## config.mk

```make
export PLATFORM = sky130hd
export DESIGN_NAME = mem_arbiter
export DESIGN_NICKNAME = d
export VERILOG_FILES = /design/src/rtl/machine_pkg.sv /design/src/rtl/mem_arbiter.sv
export SDC_FILE = /design/constraint.sdc
export NUM_CORES = 1
export LEC_CHECK = 0
export CORE_MARGIN = 4
export CORE_UTILIZATION = 47
export DETAILED_ROUTE_END_ITERATION = 16
export DONT_BUFFER_PORTS = 1
export PLACE_DENSITY = 0.74
export SYNTH_ARGS = -nofsm -noshare
export SYNTH_HDL_FRONTEND = slang
export SYNTH_SLANG_ARGS = --single-unit
```

## constraint.sdc

```tcl
create_clock -name clk -period 1.3 [get_ports clk]
set_input_delay 0.26 -clock clk [delete_from_list [all_inputs] [get_ports clk]]
set_output_delay 0.26 -clock clk [all_outputs]
set_load 0.01 [all_outputs]
```

## src/rtl/machine_pkg.sv

```systemverilog
// Shared types and default sizes for the machine's memory arbiter.
package machine_pkg;

  localparam int ARB_ADDR_W   = 8;
  localparam int ARB_DATA_W   = 8;
  localparam int ARB_LOCK_MAX = 4;

  typedef enum logic {
    ARB_IDLE = 1'b0,
    ARB_LOCK = 1'b1
  } arb_state_t;

  typedef enum logic {
    OWN_CPU = 1'b0,
    OWN_DMA = 1'b1
  } arb_owner_t;

endpackage

```

## src/rtl/mem_arbiter.sv

```systemverilog
// Single-port RAM arbiter between CPU and DMA/loader, one access per cycle.
// Define MEM_ARB_RR_EN for round-robin tie breaking; default is fixed DMA priority.
//
// state    | meaning
// ARB_IDLE | normal arbitration between CPU and DMA
// ARB_LOCK | DMA owns the RAM for a bounded burst; CPU is held off
module mem_arbiter
  import machine_pkg::*;
#(
  parameter int ADDR_W   = ARB_ADDR_W,
  parameter int DATA_W   = ARB_DATA_W,
  parameter int LOCK_MAX = ARB_LOCK_MAX
) (
  input  logic              clk,
  input  logic              reset,
  input  logic              cpu_req,
  input  logic              cpu_we,
  input  logic [ADDR_W-1:0] cpu_addr,
  input  logic [DATA_W-1:0] cpu_wdata,
  output logic              cpu_gnt,
  output logic              cpu_rvalid,
  output logic [DATA_W-1:0] cpu_rdata,
  input  logic              dma_req,
  input  logic              dma_we,
  input  logic              dma_lock,
  input  logic [ADDR_W-1:0] dma_addr,
  input  logic [DATA_W-1:0] dma_wdata,
  output logic              dma_gnt,
  output logic              dma_rvalid,
  output logic [DATA_W-1:0] dma_rdata,
  output logic              ram_we,
  output logic [ADDR_W-1:0] ram_addr,
  output logic [DATA_W-1:0] ram_wdata,
  input  logic [DATA_W-1:0] ram_rdata,
  output logic              busy
);

  localparam int LCNT_W = $clog2(LOCK_MAX + 1);
  localparam logic [LCNT_W-1:0] LCNT_ONE = LCNT_W'(1);
  localparam logic [LCNT_W-1:0] LCNT_MAX = LCNT_W'(LOCK_MAX);

  arb_state_t        state_q, state_d;
  logic [LCNT_W-1:0] lcnt_q, lcnt_d, lcnt_inc;
  logic              boost_q, boost_d;
  logic              cpu_rvalid_q, dma_rvalid_q;
`ifdef MEM_ARB_RR_EN
  arb_owner_t        last_q, last_d;
`endif

  assign lcnt_inc = lcnt_q + LCNT_ONE;

  always_comb begin
    cpu_gnt = 1'b0;
    dma_gnt = 1'b0;
    if (!reset) begin
      if (state_q == ARB_LOCK) begin
        dma_gnt = dma_req;
      end else if (cpu_req && dma_req) begin
`ifdef MEM_ARB_RR_EN
        if (boost_q || last_q == OWN_DMA) cpu_gnt = 1'b1;
        else                              dma_gnt = 1'b1;
`else
        if (boost_q) cpu_gnt = 1'b1;
        else         dma_gnt = 1'b1;
`endif
      end else begin
        cpu_gnt = cpu_req;
        dma_gnt = dma_req;
      end
    end
  end

  always_comb begin
    state_d = state_q;
    lcnt_d  = lcnt_q;
    boost_d = boost_q;
    case (state_q)
      ARB_IDLE: begin
        boost_d = 1'b0;
        lcnt_d  = '0;
        if (dma_gnt && dma_lock) begin
          // With LOCK_MAX of 1 the entry beat already completes the burst.
          if (LCNT_ONE >= LCNT_MAX) begin
            boost_d = 1'b1;
          end else begin
            state_d = ARB_LOCK;
            lcnt_d  = LCNT_ONE;
          end
        end
      end
      ARB_LOCK: begin
        if (!dma_gnt) begin
          state_d = ARB_IDLE;
          lcnt_d  = '0;
        end else if (lcnt_inc >= LCNT_MAX) begin
          state_d = ARB_IDLE;
          lcnt_d  = '0;
          boost_d = 1'b1;
        end else if (!dma_lock) begin
          state_d = ARB_IDLE;
          lcnt_d  = '0;
        end else begin
          lcnt_d = lcnt_inc;
        end
      end
      default: begin
        state_d = ARB_IDLE;
        lcnt_d  = '0;
      end
    endcase
  end

`ifdef MEM_ARB_RR_EN
  always_comb begin
    last_d = last_q;
    if (cpu_gnt)      last_d = OWN_CPU;
    else if (dma_gnt) last_d = OWN_DMA;
  end
`endif

  always_ff @(posedge clk) begin
    if (reset) begin
      state_q      <= ARB_IDLE;
      lcnt_q       <= '0;
      boost_q      <= 1'b0;
      cpu_rvalid_q <= 1'b0;
      dma_rvalid_q <= 1'b0;
`ifdef MEM_ARB_RR_EN
      last_q       <= OWN_CPU;
`endif
    end else begin
      state_q      <= state_d;
      lcnt_q       <= lcnt_d;
      boost_q      <= boost_d;
      cpu_rvalid_q <= cpu_gnt & ~cpu_we;
      dma_rvalid_q <= dma_gnt & ~dma_we;
`ifdef MEM_ARB_RR_EN
      last_q       <= last_d;
`endif
    end
  end

  // Gating with reset drops a read whose data would return during reset.
  assign cpu_rvalid = cpu_rvalid_q & ~reset;
  assign dma_rvalid = dma_rvalid_q & ~reset;
  assign cpu_rdata  = ram_rdata;
  assign dma_rdata  = ram_rdata;

  assign ram_we    = (cpu_gnt & cpu_we) | (dma_gnt & dma_we);
  assign ram_addr  = dma_gnt ? dma_addr  : cpu_addr;
  assign ram_wdata = dma_gnt ? dma_wdata : cpu_wdata;

  assign busy = (state_q == ARB_LOCK);

endmodule

```

==> results of run 1 <==
==> through the flow <==
| stage | setup slack [ps] | power (W) |
|---|---|---|
| floorplan | -48.36 | 0.0003941 |
| global placement | -26.95 | 0.0003546 |
| detailed placement | -42.13 | 0.0003573 |
| CTS | -295.3 | 0.0005514 |
| global route | -340.8 | 0.0005814 |
| finish | -286.3 | 0.0005451 |
==> critical path: stages (launching register included) <==
cell and delay (ps):
dfxtp_4 350, nand3b_4 210, nand2_4 190, mux2_4 340
==> worst max path at each step <==
stage	cells after the start	slack, ps	startpoint	endpoint
finish	3	-290	busy	ram_addr[5]
global route	3	-340	busy	ram_addr[5]
CTS	3	-300	busy	ram_wdata[5]
detailed placement	3	-40	busy	ram_wdata[2]
global placement	3	-30	busy	ram_addr[2]
floorplan	4	-50	busy	ram_addr[3]
==> sequential cells by signal, indices dropped and copies added, names as in the netlist <==
| signal | cells |
|---|---|
| busy | 1 |
| dma_rvalid_q | 1 |
| lcnt_q | 3 |
| boost_q | 1 |
| cpu_rvalid_q | 1 |
==> layer usage <==
metal,vias to the layer above,share of wire,track usage,wire (um)
met5,-,0,0,0
met4,0,0.0057,0.07955,9
met3,3,0.11,0.05859,169
met2,37,0.60,0.2582,948
met1,197,0.29,0.1293,463
li1,201,-,-,-
==> timing repair <==
item	CTS	global route
hold buffers	0	0
setup endpoints to repair	19	21
pin swaps	3	0
resized for setup	3	3
gates cloned	1	0
==> logic make-up (layout without fill, tap and decap cells) <==
family | count (synthesis) | count (layout) | share of synthesized area
AOI/OAI and AO/OA | 4 | 4 | 0.03460
adders and majority gates | 3 | 3 | 0.05465
buffers and inverters | 22 | 13 | 0.2313
DFF | 7 | 7 | 0.2040
muxes | 16 | 16 | 0.3005
and+or+nand+nor | 16 | 17 | 0.1749
==> power groups by stage <==
| stage | registers, W | logic (W) | clock network [W] |
|---|---|---|---|
| global route | 0.000221 | 0.000144 | 0.000216 |
| finish | 0.000221 | 0.000136 | 0.000188 |
| CTS | 0.000221 | 0.000136 | 0.000194 |
| global placement | 0.000225 | 0.000130 | 0 |
| floorplan | 0.000226 | 0.000168 | 0 |
| detailed placement | 0.000225 | 0.000132 | 0 |
==> cells in the final DEF, fill, tap and decap left out, drive strengths merged <==
cell and instances:
a21oi 2, a22o 1, and2b 3, buf 4
clkbuf 4, dfxtp 7, ha 3, inv 5
mux2 16, nand2 2, nand3 1, nand3b 1
nand4 1, nor2 3, nor2b 3, nor3 1
nor4b 2, o21ai 1
==> area by class of cell <==
class                   count  area (um^2)  area share
well taps                  15        18.77     0.02799
flip-flops and latches      7        145.1      0.2164
repair buffers              4        30.03     0.04478
inverters                   5        18.77     0.02799
clock buffers               4        26.28     0.03918
multi-input cells          40        431.7      0.6437
==> impl_results.md, run 1 <==
* Final core utilization at 0.5028
* DRC Markers at 0
* Port Buffer Count at 0
* Starting density of the core at 0.5150
* Synth area leader: dfxtp_1
* Setup Fix Bufs, Post-CTS at 0
* Arrival @ worst endpoint at approximately 1300 ps
* Slew @ Worst Pin at between 300 and 400 ps
* DIE HEIGHT at 46.23 um
* Crit. End Element: primary output
* Post-DRT Antenna Nets at 0
* Cell Area, Placed at slightly above 600 um^2
* Sw Pwr at between 0.0001 and 0.00015 W
* Vias/cell at between 5 and 6
* Initial antenna violation count at 0
* Root Driver: clkbuf_4
* Clk pwr share at 0.345
* Die Area at 2137 um^2
* Layout cells sized above 1 at 0.5833
* Filler cells at approximately 120
* Critical R2R Launch: lcnt_q[0]
* Cell-internal power at a little over 0.0004 W
* Slew Viols, Final at 0
* Final setup margin at -286.3 ps
* Maximum vdd drop at approximately 0.55 mV
* NumNets Final at 111
* Clock-pin slew of the registers on the worst-case setup and hold paths at approximately 50 ps
* TritonCTS clock tree: yes
* Syn avg cell area at roughly 10 um^2
* Most frequent cells after synthesis: buf_4 (16), mux2_2 (9), dfxtp_1 (7), mux2_4 (7), inv_1 (4)
* Leak at ~0.32 nW
* Share of flip-flops with an asynchronous set or reset at 0
* Post-Layout Cell Count at 75
* Number of global-route vias before repair at between 400 and 500
* Relative slew slack at 0.7666
* Setup TNS at -4964 ps
* Hold Path Class: in2reg
* Top post-synthesis cells by area: dfxtp_1 (20%), buf_4 (17%), mux2_4 (15%), mux2_2 (15%), ha_1 (5.5%)
* CORE AREA at roughly 1300 um^2
* Flop2flop setup slack at around 80 ps
* Sw Ratio at 0.2564
* Htree depth at 1
* Synthesized flop and latch total at 7
* Synth cell types at 21
* Post-synth EDFFs at 0
* Fmax at around 0.63 GHz
* Worst setup path class: reg2out
* Area Overhead vs Synth at -2.368%
* Gate power share at 0.249
* Max-cap violations at 0
* Hold path depth at 1
* Fin. Hold Viols at 0
* Fin Hold WS at about 77 ps
* RSZ-0062 raised after global routing: true
* CP startpoint kind: register
* Most numerous cell in the Yosys netlist: buf_4
* Area share of the largest cell type after synthesis at 0.2040
* WHS Endpoint: cpu_rvalid_q
* Setup violations, final at 19
* Total global routing overflow at 0
* Via Count at approximately 440
* CTS sink cnt at 7
* GRT Total Usage at 0.1416
* Power per standard cell area at between 800 and 900 nW/um^2
* Drt first-iter violations at 5
* Final wirelength at between 1.5 and 2 mm
* Crit share post-route at 1.220
* Worst flop-to-flop path endpoint: lcnt_q[0]
* CTS Buf Count at 3
* Skew final at roughly 2.4 ps
* Worst Reg-to-Reg Cells at 5
* Die width at 46.23 um
* Final Instance Area at approximately 670 um^2
* Final GP Congestion at 0.6967
* CTS Buffer Depth at 2
* Worst Path Required at approximately 1000 ps
* Clk Latency, worst-skew pair at 250 ps
* Post-Syn Area at 686.9 um^2
* Post-Syn Instances at 68
* Critical hold path startpoint: cpu_we
* DP Wirelength at approximately 1.3 mm
* Std cell rows at 13
* Failing checks: setup timing
* Largest net degree at the start of global routing at 11
* First-pass DRT Iterations at 4
* Status: complete, but fails checks
* Flop pwr share at 0.406
* Mapped Nets at about 120
* Wire per inst at about 21 um
* Dpl cells at 70
* I/O pins at 85
* Sequential-to-total area share from yosys stat at 0.2040
* Synthesis warning total at 0
* First-pass GRT wire length at 2.104 mm
* Antenna diode count at 0
* Minimum clock period at ~1600 ps
* Predominant post-synthesis flop cell: dfxtp_1
* Crit path max fanout at 9
(Power assumes the default switching activity.)
==> run 2, diff against run 1 <==
- RECOVER_POWER: unset -> 100
==> impl_results.md, run 2 (synthesized netlist as in run 1, its figures left out) <==
* Std cell rows at 13 (unchanged)
* Worst Path Required at 1040 ps (about the same)
* Maximum vdd drop at 0.5452 mV (-1.1%)
* Status: complete, but fails checks
* Failing checks: setup timing
* Max reg flops at 3 (unchanged)
* RSZ-0062 raised after global routing: true
* Area Overhead vs Synth at -4.189%
* Slew Viols, Final at 0 (unchanged)
* Dpl cells at 70 (unchanged)
* Antenna diode count at 0 (unchanged)
* Critical hold path startpoint: cpu_we
* Starting density of the core at 0.5150 (unchanged)
* Final setup margin at -286.5 ps (-0.1900 ps)
* Worst Reg-to-Reg Cells at 5 (unchanged)
* DRC Markers at 0 (unchanged)
* Setup violations, final at 19 (unchanged)
* Root Driver: clkbuf_4
* I/O pins at 85 (unchanged)
* Arrival @ worst endpoint at 1330 ps (about the same)
* Commonest cells after routing, fill and taps aside: mux2_4 (9), mux2_2 (7), dfxtp_1 (5), inv_1 (4)
* Htree depth at 1 (unchanged)
* Clk Latency, worst-skew pair at 250 ps (about the same)
* Minimum clock period at 1587 ps (+0.1900 ps)
* Critical R2R Launch: lcnt_q[0]
* GRT Total Usage at 0.1416 (unchanged)
* Setup TNS at -4971 ps (-7.010 ps)
* Hold Path Class: in2reg
* Worst setup path class: reg2out
* Clock-pin slew of the registers on the worst-case setup and hold paths at 50 ps (about the same)
* Slew @ Worst Pin at 337.1 ps (-12.04 ps)
* Die width at 46.23 um (unchanged)
* Leak at 0.3140 nW (-1.6%)
* Total global routing overflow at 0 (unchanged)
* NumNets Final at 111 (unchanged)
* Fin. Hold Viols at 0 (unchanged)
* Post-DRT Antenna Nets at 0 (unchanged)
* Crit. End Element: primary output
* Largest Register: lcnt_q
* Final wirelength at 1.604 mm (+0.94%)
* Max-cap violations at 0 (unchanged)
* CORE AREA at 1334 um^2 (unchanged)
* Crit path launch: busy
* First-pass DRT Iterations at 4 (unchanged)
* Power per standard cell area at 825.8 nW/um^2 (+1.6%)
* Crit path max fanout at 9 (unchanged)
* Post-Layout Cell Count at 75 (unchanged)
* Drt first-iter violations at 5 (unchanged)
* CP startpoint kind: register
* Most common cell after layout, fill and taps aside: mux2_4
* Skew final at 2.454 ps (+0.08252 ps)
* TritonCTS clock tree: yes
* Wire per inst at 21.39 um (+0.94%)
* CTS sink cnt at 7 (unchanged)
* CTS Buffer Depth at 2 (unchanged)
* Vias/cell at 5.907 (+1.1%)
* Crit share post-route at 1.220 (about the same)
* Fmax at 0.6303 GHz (about the same)
* DIE HEIGHT at 46.23 um (unchanged)
* Largest net degree at the start of global routing at 11 (unchanged)
* Final GP Congestion at 0.6967 (unchanged)
* Die Area at 2137 um^2 (unchanged)
* Hold path depth at 1 (unchanged)
* Port Buffer Count at 0 (unchanged)
* Layout cells sized above 1 at 0.5167 (-0.06667)
* DP Wirelength at 1.300 mm (unchanged)
* Number of global-route vias before repair at 455 (unchanged)
* Pre-CTS setup slack at -42.13 ps (unchanged)
* Via Count at 443 (+1.1%)
* Relative slew slack at 0.7747 (+0.008050)
* First-pass GRT wire length at 2.104 mm (unchanged)
* CTS Buf Count at 3 (unchanged)
* Initial antenna violation count at 0 (unchanged)
## run 2: cell count changes in the layout (fill, tap and decap cells not counted)
| cell | before | now |
|---|---|---|
| and2b_2 | 3 | 1 |
| nor4b_2 | 2 | 1 |
| buf_4 | 4 | 3 |
| and2b_1 | 0 | 2 |
| clkbuf_1 | 1 | 2 |
| nor4b_1 | 0 | 1 |
## run 2: what timing repair did
item | in CTS | in global routing
resized for setup | 3 | 3
hold buffers | 0 | 0
buffers inserted | 0 | 0
cloned | 1 | 0
setup endpoints to repair | 19 | 21
pin swaps | 3 | 0
## run 2: report_power, final
part / internal (W) / switching, W / total (W) / leakage [nW]
sequential: 0.000219 / 0.00000261 / 0.000221 / 0.0581
clock: 0.000117 / 0.0000716 / 0.000188 / 0.0150
combinational: 0.0000689 / 0.0000651 / 0.000134 / 0.241
## run 2: per-layer routing
| layer | vias to the layer above | share of wire | wire, um | global-route usage |
|---|---|---|---|---|
| met1 | 199 | 0.29 | 466 | 0.1293 |
| li1 | 201 | - | - | - |
| met3 | 3 | 0.11 | 181 | 0.05859 |
| met2 | 40 | 0.59 | 947 | 0.2582 |
| met5 | - | 0 | 0 | 0 |
| met4 | 0 | 0.0056 | 9 | 0.07955 |
## run 2: per-stage QoR
| step | hold WS, ps | total power (W) | instance area (um^2) | util |
|---|---|---|---|---|
| 2_1_floorplan | 331.6 | 0.0003941 | 706.9 | - |
| 6_report | 76.76 | 0.0005435 | 658.1 | 0.4934 |
| 4_1_cts | 71.12 | 0.0005514 | 660.6 | 0.4953 |
| 3_5_place_dp | 333.6 | 0.0003573 | 615.6 | 0.4615 |
| 5_1_grt | 59.96 | 0.0005797 | 658.1 | 0.4934 |
| 3_3_place_gp | 334.1 | 0.0003546 | 615.6 | 0.4615 |
## run 2: layout make-up
type                    count  area, um^2
clock buffers               4       26.28
fillers                   129       675.6
inverters                   5       18.77
multi-input cells          40       422.9
flip-flops and latches      7       145.1
well taps                  15       18.77
repair buffers              4       26.28
## run 2: critical path: stages (launching register included)
cell      delay [ps]
dfxtp_4          340
nand3b_4         210
nand2_4          190
mux2_4           340
## run 2: worst paths after layout
kind                                     end  slack, ps
worst min register to register       boost_q        540
worst min-delay path            cpu_rvalid_q         80
worst max register to register     lcnt_q[2]         60
worst max-delay path             ram_addr[5]       -290
